<file path="src/rtl/ser2par_pkg.sv">
// Shared types and helpers for the ser_2_par_deser serial-to-parallel deserializer.
// Optional parity framing is enabled by defining SER2PAR_PARITY_CHECK_EN.
package ser2par_pkg;

   // Framing state: COLLECT gathers data bits, PARITY waits for the trailing parity bit
   typedef enum logic {
      COLLECT = 1'b0,
      PARITY  = 1'b1
   } ser2par_state_e;

   // Width of a counter able to hold the values 0..w
   function automatic int cnt_width(input int w);
      return $clog2(w + 1);
   endfunction

   // Set when frames carry a trailing even-parity bit
`ifdef SER2PAR_PARITY_CHECK_EN
   localparam bit PARITY_EN = 1'b1;
`else
   localparam bit PARITY_EN = 1'b0;
`endif

   // Total serial bits per frame for a given data width
   function automatic int frame_len(input int w);
      return w + int'(PARITY_EN);
   endfunction

endpackage

</file>
<file path="src/rtl/ser2par_out_reg.sv">
// Valid/ready output holding stage for ser_2_par_deser.
// Accepts a completed word when the slot is free, otherwise drops it and pulses overflow.
module ser2par_out_reg #(
   parameter int unsigned DATA_WIDTH = 8
) (
   input  logic                  clk,
   input  logic                  reset,
   input  logic                  load,
   input  logic [DATA_WIDTH-1:0] word,
   input  logic                  perr,
   input  logic                  ready,
   output logic [DATA_WIDTH-1:0] dout,
   output logic                  dout_valid,
   output logic                  parity_err,
   output logic                  overflow
);

   logic slot_free;

   // Slot can take a new word if empty or being drained on this same edge
   always_comb begin
      slot_free = !dout_valid || ready;
   end

   // Hold the word until consumed; a word arriving into a busy slot is lost
   always_ff @(posedge clk) begin
      if (reset) begin
         dout       <= '0;
         dout_valid <= 1'b0;
         parity_err <= 1'b0;
         overflow   <= 1'b0;
      end else begin
         overflow <= 1'b0;
         if (load) begin
            if (slot_free) begin
               dout       <= word;
               dout_valid <= 1'b1;
               parity_err <= perr;
            end else begin
               overflow <= 1'b1;
            end
         end else if (dout_valid && ready) begin
            dout_valid <= 1'b0;
         end
      end
   end

endmodule

</file>
<file path="src/rtl/ser_2_par_deser.sv">
// Serial-to-parallel deserializer with bit-valid qualifier, counter framing,
// selectable bit order and a valid/ready output stage with overflow reporting.
// Define SER2PAR_PARITY_CHECK_EN to append an even-parity bit to every frame.
module ser_2_par_deser
   import ser2par_pkg::*;
#(
   parameter int unsigned DATA_WIDTH = 8,
   parameter bit          MSB_FIRST  = 1'b1
) (
   input  logic                                 clk,
   input  logic                                 reset,
   input  logic                                 clear,
   input  logic                                 din,
   input  logic                                 din_valid,
   output logic [DATA_WIDTH-1:0]                dout,
   output logic                                 dout_valid,
   input  logic                                 dout_ready,
   output logic                                 overflow,
   output logic                                 parity_err,
   output logic [cnt_width(DATA_WIDTH)-1:0]     bit_cnt
);

   localparam int unsigned CW = cnt_width(DATA_WIDTH);

   ser2par_state_e        state, state_next;
   logic [DATA_WIDTH-1:0] sreg, sreg_next, shifted, word;
   logic [CW-1:0]         cnt, cnt_next;
   logic                  load, perr;

   // Next shift register contents with the incoming bit inserted at the first-bit end
   always_comb begin
      if (MSB_FIRST) begin
         shifted = {sreg[DATA_WIDTH-2:0], din};
      end else begin
         shifted = {din, sreg[DATA_WIDTH-1:1]};
      end
   end

   // Framing: count valid bits, detect the completion edge and hand the word out
   always_comb begin
      state_next = state;
      sreg_next  = sreg;
      cnt_next   = cnt;
      load       = 1'b0;
      word       = shifted;
      perr       = 1'b0;
      if (clear) begin
         state_next = COLLECT;
         sreg_next  = '0;
         cnt_next   = '0;
      end else if (din_valid) begin
         case (state)
            COLLECT: begin
               sreg_next = shifted;
               if (cnt == CW'(DATA_WIDTH - 1)) begin
`ifdef SER2PAR_PARITY_CHECK_EN
                  state_next = PARITY;
                  cnt_next   = cnt + CW'(1);
`else
                  load     = 1'b1;
                  cnt_next = '0;
`endif
               end else begin
                  cnt_next = cnt + CW'(1);
               end
            end
            PARITY: begin
               // Parity bit is checked but never stored in the word
               load       = 1'b1;
               word       = sreg;
               perr       = (^sreg) ^ din;
               cnt_next   = '0;
               state_next = COLLECT;
            end
            default: begin
               state_next = COLLECT;
               cnt_next   = '0;
            end
         endcase
      end
   end

   // State, shift register and bit counter
   always_ff @(posedge clk) begin
      if (reset) begin
         state <= COLLECT;
         sreg  <= '0;
         cnt   <= '0;
      end else begin
         state <= state_next;
         sreg  <= sreg_next;
         cnt   <= cnt_next;
      end
   end

   // Visible bit count is the registered counter
   always_comb begin
      bit_cnt = cnt;
   end

   ser2par_out_reg #(
      .DATA_WIDTH (DATA_WIDTH)
   ) u_out_reg (
      .clk        (clk),
      .reset      (reset),
      .load       (load),
      .word       (word),
      .perr       (perr),
      .ready      (dout_ready),
      .dout       (dout),
      .dout_valid (dout_valid),
      .parity_err (parity_err),
      .overflow   (overflow)
   );

endmodule

</file>
<file path="config.mk">
export PLATFORM = sky130hd
export DESIGN_NAME = ser_2_par_deser
export DESIGN_NICKNAME = d
export VERILOG_FILES = /design/src/rtl/ser2par_pkg.sv /design/src/rtl/ser2par_out_reg.sv /design/src/rtl/ser_2_par_deser.sv
export SDC_FILE = /design/constraint.sdc
export NUM_CORES = 1
export LEC_CHECK = 0
export CAP_MARGIN = 20
export CORE_MARGIN = 8
export CORE_UTILIZATION = 40
export CTS_CLUSTER_DIAMETER = 200
export DETAILED_ROUTE_END_ITERATION = 10
export PLACE_DENSITY = 0.66
export SYNTH_ARGS = -nofsm -noshare
export SYNTH_HDL_FRONTEND = slang
export SYNTH_HIERARCHICAL = 1
export SYNTH_SLANG_ARGS = --single-unit
</file>
<file path="constraint.sdc">
create_clock -name clk -period 1.8 [get_ports clk]
set_clock_uncertainty 0.1 [all_clocks]
set_input_delay 0.36 -clock clk [delete_from_list [all_inputs] [get_ports clk]]
set_output_delay 0.36 -clock clk [all_outputs]
set_load 0.03 [all_outputs]
</file>
==> metrics.md <==
| Metric | Value |
|---|---|
| Post-synth top cells | `dfxtp_1, nand2b_1, mux2i_1` |
| Cell accounting for the most synthesized area | `dfxtp_1` |
| Routed vias/inst | `4.70` |
| Area Growth Syn to Fin | `27.8%` |
| Post-CTS Setup Inserts | `0` |
| Cells after DPL | `136` |
| Kind of cell adding the most delay to the critical path | `flip-flops` |
| WL final | `1660 µm` |
| Mapped Avg Cell Area | `10.6 µm²` |
| Synth top area share | `46.7%` |
| Ratio of cells with drive above 1 in the final layout | `11.6%` |
| Max Slew Vio Count | `0` |
| Setup TNS | `0 ps` |
| Worst-case vdd ir drop | `0.634 mV` |
| Total global routing overflow | `0` |
| Area of the die | `0.00416 mm²` |
| Prevailing post-synth register cell | `dfxtp_1` |
| Rows | `17` |
| Worst EP required | `1930 ps` |
| Max Cap Viol | `0` |
| Count of final setup violators | `0` |
| Flop2flop setup slack | `160 ps` |
| GRT Total Usage | `8.33%` |
| Latest clock arrival within the worst-skew pair | `310 ps` |
| Switching power | `178 µW` |
| Final ANT Viol Nets | `0` |
| Ports | `21` |
| Static leakage | `0.000537 µW` |
| Die X | `64.5 µm` |
| Clock transition at path regs | `120 ps` |
| Reg power frac | `60.0%` |
| Port Buffers | `20` |
| Int Pwr | `642 µW` |
| Setup crit start kind | `flip-flop` |
| CP endpoint kind | `flip-flop` |
| Comb pwr share | `6.8%` |
| Synthesized area | `942 µm²` |
| Final cell count without fillers | `140` |
| # nets final | `120` |
| Sequential-to-total area share from yosys stat | `46.7%` |
| Critical path arrival | `1780 ps` |
| Clock root buffer master | `clkbuf_4` |
| Initial Utilization | `42.6%` |
| Antenna cells | `0` |
| Synthesized flop and latch total | `22` |
| Sw frac | `21.7%` |
| Worst Hold Class | `reg2reg` |
| Tmin final | `1640 ps` |
| CTS tree | `built` |
| Unrepaired setup endpoints after global routing | `false` |
| Final Util | `54.4%` |
| Largest fanout on the critical path | `9` |
| WL per Instance | `11.9 µm` |
| Largest stage delay, worst path | `380 ps` |
| Top-count cell post-synth | `dfxtp_1` |
| Core area | `0.00221 mm²` |
| Die height | `64.5 µm` |
| Vias in the first global route | `642` |
| Sinks on Clock Net | `22` |
| Initial antenna violation count | `0` |
| CTS Buf Count | `3` |
| DP HPWL | `1210 µm` |
| Max H-tree Level | `1` |
| Top cells by area, synth | `dfxtp_1, mux2i_1, nand2b_1` |
| Buffers & Inverters on Critical Path | `1` |
| Period utilisation layout | `91.2%` |
| Final hold vios | `0` |
| Maximum number of pins on one net before global-route repair | `21` |
| Pwr dens | `682 mW/mm²` |
| Final RePlAce weighted congestion | `0.744` |
| Clock power frac | `33.2%` |
| Cells after Synth | `89` |
| Drt pass-1 iters | `4` |
| Yosys warnings | `6` |
| Distinct cells, synth | `23` |
| DR vias | `658` |
| WS Path Type | `reg2reg` |
| Drt initial violations | `14` |
| Synthesized Nets | `96` |
| # DRC | `0` |
| Maximum clock path buffer count | `2` |
| Crit path max-delay cell type | `dfxtp_1` |
| FFs w/ async S/R, synth | `0%` |
| Critical path, cell by cell | `ha_1, nand4b_1, nor2_1, a21boi_2, buf_12, mux2i_1` |
| Max Clock Freq | `609 MHz` |
| Status | `completed` |
| Number of synthesized flops with an enable pin | `0` |
| Hold-fix buffers at CTS | `0` |
| First-pass GRT wire length | `2770 µm` |
## registers in the layout (all words and copies together) (netlist names)
register and flops:
sreg 7, u_out_reg/overflow 1, bit_cnt 4, u_out_reg/dout_valid 1, u_out_reg/dout 8, u_out_reg/parity_err 1
## cell usage in the layout (no fill, tap or decap)
cell type / instances
nor3b_1: 1
clkbuf_8: 1
clkbuf_4: 3
dlymetal6s2s_1: 2
dfxtp_2: 1
nand4b_1: 1
xnor2_1: 1
a21boi_2: 1
ha_1: 1
nor3b_2: 1
dlygate4sd2_1: 13
inv_1: 1
clkdlybuf4s50_1: 5
a21oi_1: 2
mux2_1: 1
nor2_1: 10
buf_12: 1
nand4_1: 1
mux2i_1: 17
nand2b_1: 18
a21bo_2: 1
or2_1: 1
conb_1: 1
buf_4: 3
nor4_1: 1
dfxtp_1: 21
and4bb_2: 1
nand3b_1: 1
## worst reg2reg max path, delay by kind of cell, from the launching register on
family / cells / cell delay, ps
flip-flops: 1 / 380
AND/OR/NAND/NOR: 2 / 270
adder cells (fa/ha/maj): 1 / 230
AO/OA/AOI/OAI: 1 / 220
multiplexers: 1 / 200
buffers and inverters: 1 / 160
## path summary, 6_finish.rpt
| kind | end | depth (start not counted) | startpoint |
|---|---|---|---|
| setup / recovery | u_out_reg/dout[6] | 6 | bit_cnt[1] |
| hold / removal | u_out_reg/dout[2] | 2 | u_out_reg/dout[2] |
| setup reg to reg | u_out_reg/dout[6] | 6 | bit_cnt[1] |
| hold reg to reg | u_out_reg/dout[2] | 2 | u_out_reg/dout[2] |
## power groups by stage
stage | combinational (µW) | sequential, µW | clock [µW]
after floorplan | 34.1 | 506 | 0
after global placement | 56.5 | 503 | 0
after detailed placement | 57.5 | 503 | 0
after CTS | 56.4 | 492 | 285
after global routing | 60.6 | 493 | 305
final | 55.6 | 492 | 273
## cells by family after synthesis
family                   after synthesis  share of synthesized area, %
AND/OR/NAND/NOR                       36                          23.1
flip-flops                            22                          46.7
multiplexers                          18                          19.3
buffers and inverters                  6                          4.91
AO/OA/AOI/OAI                          4                          3.32
adder cells (fa/ha/maj)                1                          1.33
other                                  1                         0.398
XOR/XNOR                               1                         0.930
## what timing repair did
action / in CTS / in global routing
pin swaps: 0 / 0
endpoints found under the hold margin: 0 / 0
resized for setup: 13 / 3
setup endpoints to repair: 13 / 3
## stage by stage
stage               hold slack (ps)  worst slack [ps]  instance area, µm²  power, µW
CTS                             384              5.62                1200        833
detailed placement              360             -46.9                1180        560
global route                    400              18.7                1200        858
floorplan                       351              85.2                 942        540
finish                          380               159                1200        820
global placement                360             -9.69                1180        559
## layer usage
layer  vias up  GRT usage [%]  routed length [µm]
met5         -              0                   0
met4         0           3.27                  14
met3         2           4.12                  85
met2        10           13.3                 783
met1       303           9.30                 779
li1        343              -                   -
## cell type report
| class | instances | area [µm²] |
|---|---|---|
| multi-input combinational | 61 | 455 |
| clock buffer | 4 | 36.3 |
| sequential | 22 | 442 |
| timing repair buffer | 24 | 231 |
| tap | 28 | 35.0 |
| inverter | 1 | 3.75 |
| fill | 210 | 1010 |
Power figures use the tool's default switching activity.
